`config.mk`:
```
export PLATFORM = sky130hd
export DESIGN_NAME = systolic_feeder
export DESIGN_NICKNAME = d
export VERILOG_FILES = /design/src/rtl/systolic_feeder.sv
export SDC_FILE = /design/constraint.sdc
export NUM_CORES = 1
export LEC_CHECK = 0
export ABC_AREA = 0
export CAP_MARGIN = 20
export CORE_MARGIN = 1.5
export CORE_UTILIZATION = 25
export CTS_CLUSTER_DIAMETER = 100
export DETAILED_ROUTE_END_ITERATION = 10
export PLACE_DENSITY = 0.53
export SLEW_MARGIN = 20
export SYNTH_ARGS = -nofsm -noshare
export SYNTH_HDL_FRONTEND = slang
export SYNTH_SLANG_ARGS = --single-unit
```
`constraint.sdc`:
```
create_clock -name clk -period 1.8 [get_ports clk]
set_input_delay 0.18 -clock clk [delete_from_list [all_inputs] [get_ports clk]]
set_output_delay 0.18 -clock clk [all_outputs]
set_load 0.03 [all_outputs]
```
`src/rtl/systolic_feeder.sv`:
```
// Operand sequencer for the 2x2 systolic array. It latches one A/B matrix pair
// and replays them as diagonally skewed streams with per-diagonal push strobes.
module systolic_feeder #(
    parameter int DATA_W = 8
) (
    input  logic                clk,
    input  logic                reset,
    input  logic                start,
    output logic                ready,
    input  logic [4*DATA_W-1:0] a_mat,
    input  logic [4*DATA_W-1:0] b_mat,
    output logic [DATA_W-1:0]   a1X,
    output logic [DATA_W-1:0]   a2X,
    output logic [DATA_W-1:0]   bX1,
    output logic [DATA_W-1:0]   bX2,
    output logic                push11,
    output logic                pushedge,
    output logic                push22,
    output logic                busy,
    output logic                done
);

    typedef enum logic [2:0] {IDLE, S0, S1, S2, S3, S4, DONE} state_e;

    state_e              state_q, state_d;
    logic [4*DATA_W-1:0] a_q, a_d, b_q, b_d;
    logic                accept;

    logic [DATA_W-1:0]   a1X_q, a1X_d, a2X_q, a2X_d, bX1_q, bX1_d, bX2_q, bX2_d;
    logic                push11_q, push11_d, pushedge_q, pushedge_d, push22_q, push22_d;
    logic                busy_q, busy_d, done_q, done_d, ready_q, ready_d;

    assign accept = start && (state_q == IDLE);
    assign a_d    = accept ? a_mat : a_q;
    assign b_d    = accept ? b_mat : b_q;

    always_ff @(posedge clk) begin
        if (reset) begin
            state_q <= IDLE;
            a_q     <= '0;
            b_q     <= '0;
        end else begin
            state_q <= state_d;
            a_q     <= a_d;
            b_q     <= b_d;
        end
    end

    always_comb begin
        state_d = state_q;
        case (state_q)
            IDLE:    if (start) state_d = S0;
            S0:      state_d = S1;
            S1:      state_d = S2;
            S2:      state_d = S3;
            S3:      state_d = S4;
            S4:      state_d = DONE;
            DONE:    state_d = IDLE;
            default: state_d = IDLE;
        endcase
    end

    // Outputs are decoded from the next state and next operands, then registered,
    // so each value lines up with the cycle in which its state is current.
    always_comb begin
        a1X_d      = '0;
        a2X_d      = '0;
        bX1_d      = '0;
        bX2_d      = '0;
        push11_d   = 1'b0;
        pushedge_d = 1'b0;
        push22_d   = 1'b0;
        done_d     = 1'b0;
        busy_d     = (state_d != IDLE);
        ready_d    = (state_d == IDLE);
        case (state_d)
            S0: begin
                a1X_d = a_d[0*DATA_W +: DATA_W];
                bX1_d = b_d[0*DATA_W +: DATA_W];
            end
            S1: begin
                a1X_d = a_d[1*DATA_W +: DATA_W];
                a2X_d = a_d[2*DATA_W +: DATA_W];
                bX1_d = b_d[2*DATA_W +: DATA_W];
                bX2_d = b_d[1*DATA_W +: DATA_W];
            end
            S2: begin
                a2X_d    = a_d[3*DATA_W +: DATA_W];
                bX2_d    = b_d[3*DATA_W +: DATA_W];
                push11_d = 1'b1;
            end
            S3:      pushedge_d = 1'b1;
            S4:      push22_d   = 1'b1;
            DONE:    done_d     = 1'b1;
            default: ;
        endcase
    end

    always_ff @(posedge clk) begin
        if (reset) begin
            a1X_q      <= '0;
            a2X_q      <= '0;
            bX1_q      <= '0;
            bX2_q      <= '0;
            push11_q   <= 1'b0;
            pushedge_q <= 1'b0;
            push22_q   <= 1'b0;
            busy_q     <= 1'b0;
            done_q     <= 1'b0;
            ready_q    <= 1'b1;
        end else begin
            a1X_q      <= a1X_d;
            a2X_q      <= a2X_d;
            bX1_q      <= bX1_d;
            bX2_q      <= bX2_d;
            push11_q   <= push11_d;
            pushedge_q <= pushedge_d;
            push22_q   <= push22_d;
            busy_q     <= busy_d;
            done_q     <= done_d;
            ready_q    <= ready_d;
        end
    end

    assign a1X      = a1X_q;
    assign a2X      = a2X_q;
    assign bX1      = bX1_q;
    assign bX2      = bX2_q;
    assign push11   = push11_q;
    assign pushedge = pushedge_q;
    assign push22   = push22_q;
    assign busy     = busy_q;
    assign done     = done_q;
    assign ready    = ready_q;

endmodule

```
After elaboration in Yosys (flattened, before gate mapping) --
Index checks and enable logic that the tools add are counted.
Word-level totals: register bits 105, input port bits 67, output and inout port bits 38, logic and storage cells 40
Operators by class: equality and inequality tests 11, muxes and demuxes 12, reductions and logical operators 4
Operator list (count):
- 32-bit 2-to-1 mux | 2
- 8-bit case mux with 2 select lines | 4
- 3-bit case mux with 6 select lines | 1
- 3-bit == test (second input constant) | 5
- 3-bit by 2-bit == test with 1-bit output (second input constant) | 4
- 3-bit by 1-bit == test with 1-bit output (second input constant) | 2
- 3-bit logical NOT | 2
- 1-bit 2-to-1 mux | 4
- 3-bit 2-to-1 mux | 1
- 3-bit nonzero test | 1
- 1-bit logical AND | 1

Depth between registers and ports, before layout --
word-level depth 4, mapped depth 5, depth with buffers taken out 2

Worst setup path after synthesis --
No wires, ideal clock.
kind register to register, start register state_q[1], end register a_q[14], setup time 0.072 ns, arrival time 1.197 ns, data required time 1.728 ns, path slack 0.532 ns, stages on the path, launching flop included 6, buffers on the path 3, clock period less this slack 1.268 ns, cell sequence dfxtp_1 > buf_6 > nor4b_4 > buf_6 > buf_12 > mux2i_1
Between the ends: word-level cells in the longest chain between the ends 3
RTL lines:
- start: declaration | line 25 | state_e state_q, state_d;
- start signal: assignment | line 43 | state_q <= state_d;
- 3-bit logical NOT | line 33 | assign accept = start && (state_q == IDLE);
- 1-bit logical AND | line 33
- 32-bit 2-to-1 mux | line 34 | assign a_d = accept ? a_mat : a_q;
- end signal: assignment | line 40 | a_q <= '0;
- end signal: assignment | line 44 | a_q <= a_d;
- end: declaration | line 26 | logic [4*DATA_W-1:0] a_q, a_d, b_q, b_d;
No other way between the ends. A chain may end at the register's enable or synchronous reset.

Worst setup path in the final report --
start register state_q[1], end register a_q[20]
The elaborated chain is that of the path after synthesis.

==> flow_metrics.py <==
metrics = {
    "outcome": {
        "status": "completed",
    },
    "cells_and_area": {
        "drive_gt1_frac": 0.0971,
        "instances_no_fill": 637,
        "multi_input_area_um2": 1750,
        "area_growth_pct": 37.3,
        "seqCellArea_um2": 1780,
        "diodes": 0,
        "fillers": 1465,
        "nNetsFinal": 515,
    },
    "clock_network": {
        "clock_sinks": 89,
        "htreeDepth": 3,
        "post_cts_resized": 0,
        "cts.clk_slew.worst_paths_ns": 0.07,
        "cts_buffer_depth": 2,
        "numCtsBuffers": 9,
        "cts_tree": "yes",
        "cts_setup_buffers": 0,
        "cts_root_buf": "clkbuf_16",
        "holdBufCountCts": 0,
        "clock_latency_ns": 0.34,
    },
    "timing": {
        "period_needed_ns": 1.64,
        "rsz0062_at_grt": "false",
        "maxSlewHeadroom": 0.493,
        "finalClockSkew_ns": 0.00702,
        "hold_viol": 0,
        "setup_viol": 0,
        "finalMaxSlewViolations": 0,
        "min_period_over_period": 0.909,
        "tightest_slew_ns": 0.759,
        "clock.fmax_ghz": 0.611,
        "setup_slack_ns": 0.163,
    },
    "critical_path": {
        "r2r_slack_ns": 0.16,
        "crit_arrival_ns": 1.90,
        "rr_startpoint": "state_q[1]$_SDFF_PP0_",
        "crit_required_ns": 2.06,
        "reg2regPathDepth": 4,
        "rr_endpoint": "a_q[20]$_SDFF_PP0_",
        "worst-path-max-fanout": 45,
        "cp_cell_sequence": "buf_4 > nor4b_4 > buf_12 > mux2i_1",
        "cp-end-kind": "flop",
        "critPathSlowestCell": "dfxtp_1",
        "path_class": "reg -> reg",
        "crit_path_start_kind": "flop",
        "slowest_delay_ns": 0.37,
    },
    "placement": {
        "hpwl_um": 6090,
        "dp_cells": 621,
        "io_buffers": 104,
        "gp_congestion": 0.694,
        "dpl_worst_slack_ns": -0.108,
    },
    "detailed_routing": {
        "vias": 2764,
        "wl_per_cell_um": 14.0,
        "drc": 0,
        "first_pass_iters": 4,
        "detail-route-antenna-nets": 0,
        "wl_um": 8910,
        "initialDrtViolationCount": 109,
        "vias_per_cell": 4.34,
    },
    "pwr": {
        "powerDensity_nw_per_um2": 939,
        "vdd_drop_max_mv": 0.387,
        "power_leakage_nw": 1.93,
    },
    "yosys": {
        "syn_inst": 358,
        "synth.largest_area_cell": "dfxtp_1",
        "ys_seq_elements": 89,
        "syn_nets": 425,
        "netlist_top_cells_area": "dfxtp_1 47%, nand2b_1 16%, mux2i_1 13%",
        "synth_cell_types": 22,
        "ys_seq_area_frac": 0.467,
        "synth_top_area_share": 0.467,
        "yosys_warnings": 0,
        "syn_area_per_cell_um2": 10.7,
        "synthesis.area_um2": 3820,
    },
    "run": {
        "cap_viol_max_count": 0,
    },
    "global_route": {
        "grt_pass1_vias": 2845,
        "grt_max_degree": 65,
        "grt_usage": 0.116,
        "antenna_found_initial": 0,
        "grt_pass1_wl_um": 14500,
        "overflow": 0,
    },
    "min_path": {
        "hold_depth": 2,
        "hold_end": "state_q[1]$_SDFF_PP0_",
        "min_from": "reset",
        "hp-class": "in -> reg",
    },
    "floorplanning": {
        "rows": 44,
        "start_util": 0.260,
        "core_um2": 14700,
        "die-area_um2": 16000,
        "die-width_um": 127,
        "dieHeight_um": 127,
        "io-pin-count": 105,
    },
}
## synthesized netlist by cell type (all sizes together)
cell type and count:
a2111oi 1, a21boi 1, a21oi 19, a32o 16, buf 17, clkbuf 21, dfxtp 89, inv 1
mux2i 48, nand2b 100, nand3b 33, nor2 3, nor3 3, nor3b 1, nor4b 2, o41ai 1
or2 1, or3b 1
## worst max path at each step
stage | start | endpoint | slack (ns) | cells after the start
finish | state_q[1]$_SDFF_PP0_ | a_q[20]$_SDFF_PP0_ | 0.16 | 4
CTS | state_q[1]$_SDFF_PP0_ | a_q[20]$_SDFF_PP0_ | 0.15 | 4
global placement | start | a1X[6]$_SDFF_PP0_ | -0.07 | 3
detailed placement | start | a1X[5]$_SDFF_PP0_ | -0.11 | 3
global route | state_q[1]$_SDFF_PP0_ | b_q[19]$_SDFF_PP0_ | 0.05 | 4
floorplan | state_q[1]$_SDFF_PP0_ | a_q[14]$_SDFF_PP0_ | 0.53 | 5
## area by class of cell
type / instances / area share
Clock buffer: 10 / 0.0437
Timing Repair Buffer: 117 / 0.221
Multi-Input combinational cell: 230 / 0.335
Clock inverter: 6 / 0.0158
Sequential cell: 89 / 0.340
Tap cell: 184 / 0.0439
Inverter: 1 / 0.000716
## power breakdown
group	switching, mW	internal, mW	total, mW
clock network	0.764	1.21	1.97
logic	0.362	0.416	0.777
registers	0.0675	2.10	2.17
## logic make-up (layout without fill, tap and decap cells)
kind of cell    Yosys count  after routing  share of synthesized area
buf+inv                  39            134                     0.0751
mux                      48             48                      0.126
flops                    89             89                      0.467
compound gates           38             38                     0.0767
simple gates            144            144                      0.255
## critical path: cells and delay by family, from the launching register on
| kind | cells | cell delay [ns] |
|---|---|---|
| flip-flops | 1 | 0.37 |
| multiplexers | 1 | 0.24 |
| AND/OR/NAND/NOR | 1 | 0.36 |
| buffers and inverters | 2 | 0.58 |
## placed cells by master (no fill, tap or decap), types with 2 or more instances in the layout
cell	n
a21oi_1	19
nand3b_1	33
nor4b_4	2
bufinv_16	2
nor2_1	3
buf_4	11
nor3_1	3
clkinv_2	3
buf_12	2
clkbuf_16	9
a32o_2	10
dfxtp_1	89
mux2i_1	48
a32o_1	6
clkdlybuf4s50_1	103
nand2b_1	100
## registers in the layout, summed over array words and instances (netlist names)
register and cells:
push22 1, bX1 8, ready 1, a2X 8, push11 1, done 1
b_q 24, bX2 8, state_q 3, a_q 24, busy 1, a1X 8
pushedge 1
## per-stage QoR
stage | area [um2] | power [mW] | setup TNS (ns) | hold slack [ns] | utilization
after floorplan | 3820 | 2.73 | 0 | 0.269 | -
after global placement | 4920 | 2.99 | -0.850 | 0.450 | 0.335
after detailed placement | 4920 | 3.00 | -1.56 | 0.463 | 0.335
after CTS | 5230 | 5.00 | 0 | 0.157 | 0.356
after global routing | 5240 | 5.13 | 0 | 0.170 | 0.356
final | 5240 | 4.92 | 0 | 0.160 | 0.356
## layer usage
layer  wire length, um  track usage  part of all wire
met5                 0            0                 0
met4               140       0.0426             0.016
met3               537       0.0409             0.060
met2              4180        0.194              0.47
met1              4060        0.138              0.45
No activity file was read; power rests on OpenSTA's default activity.
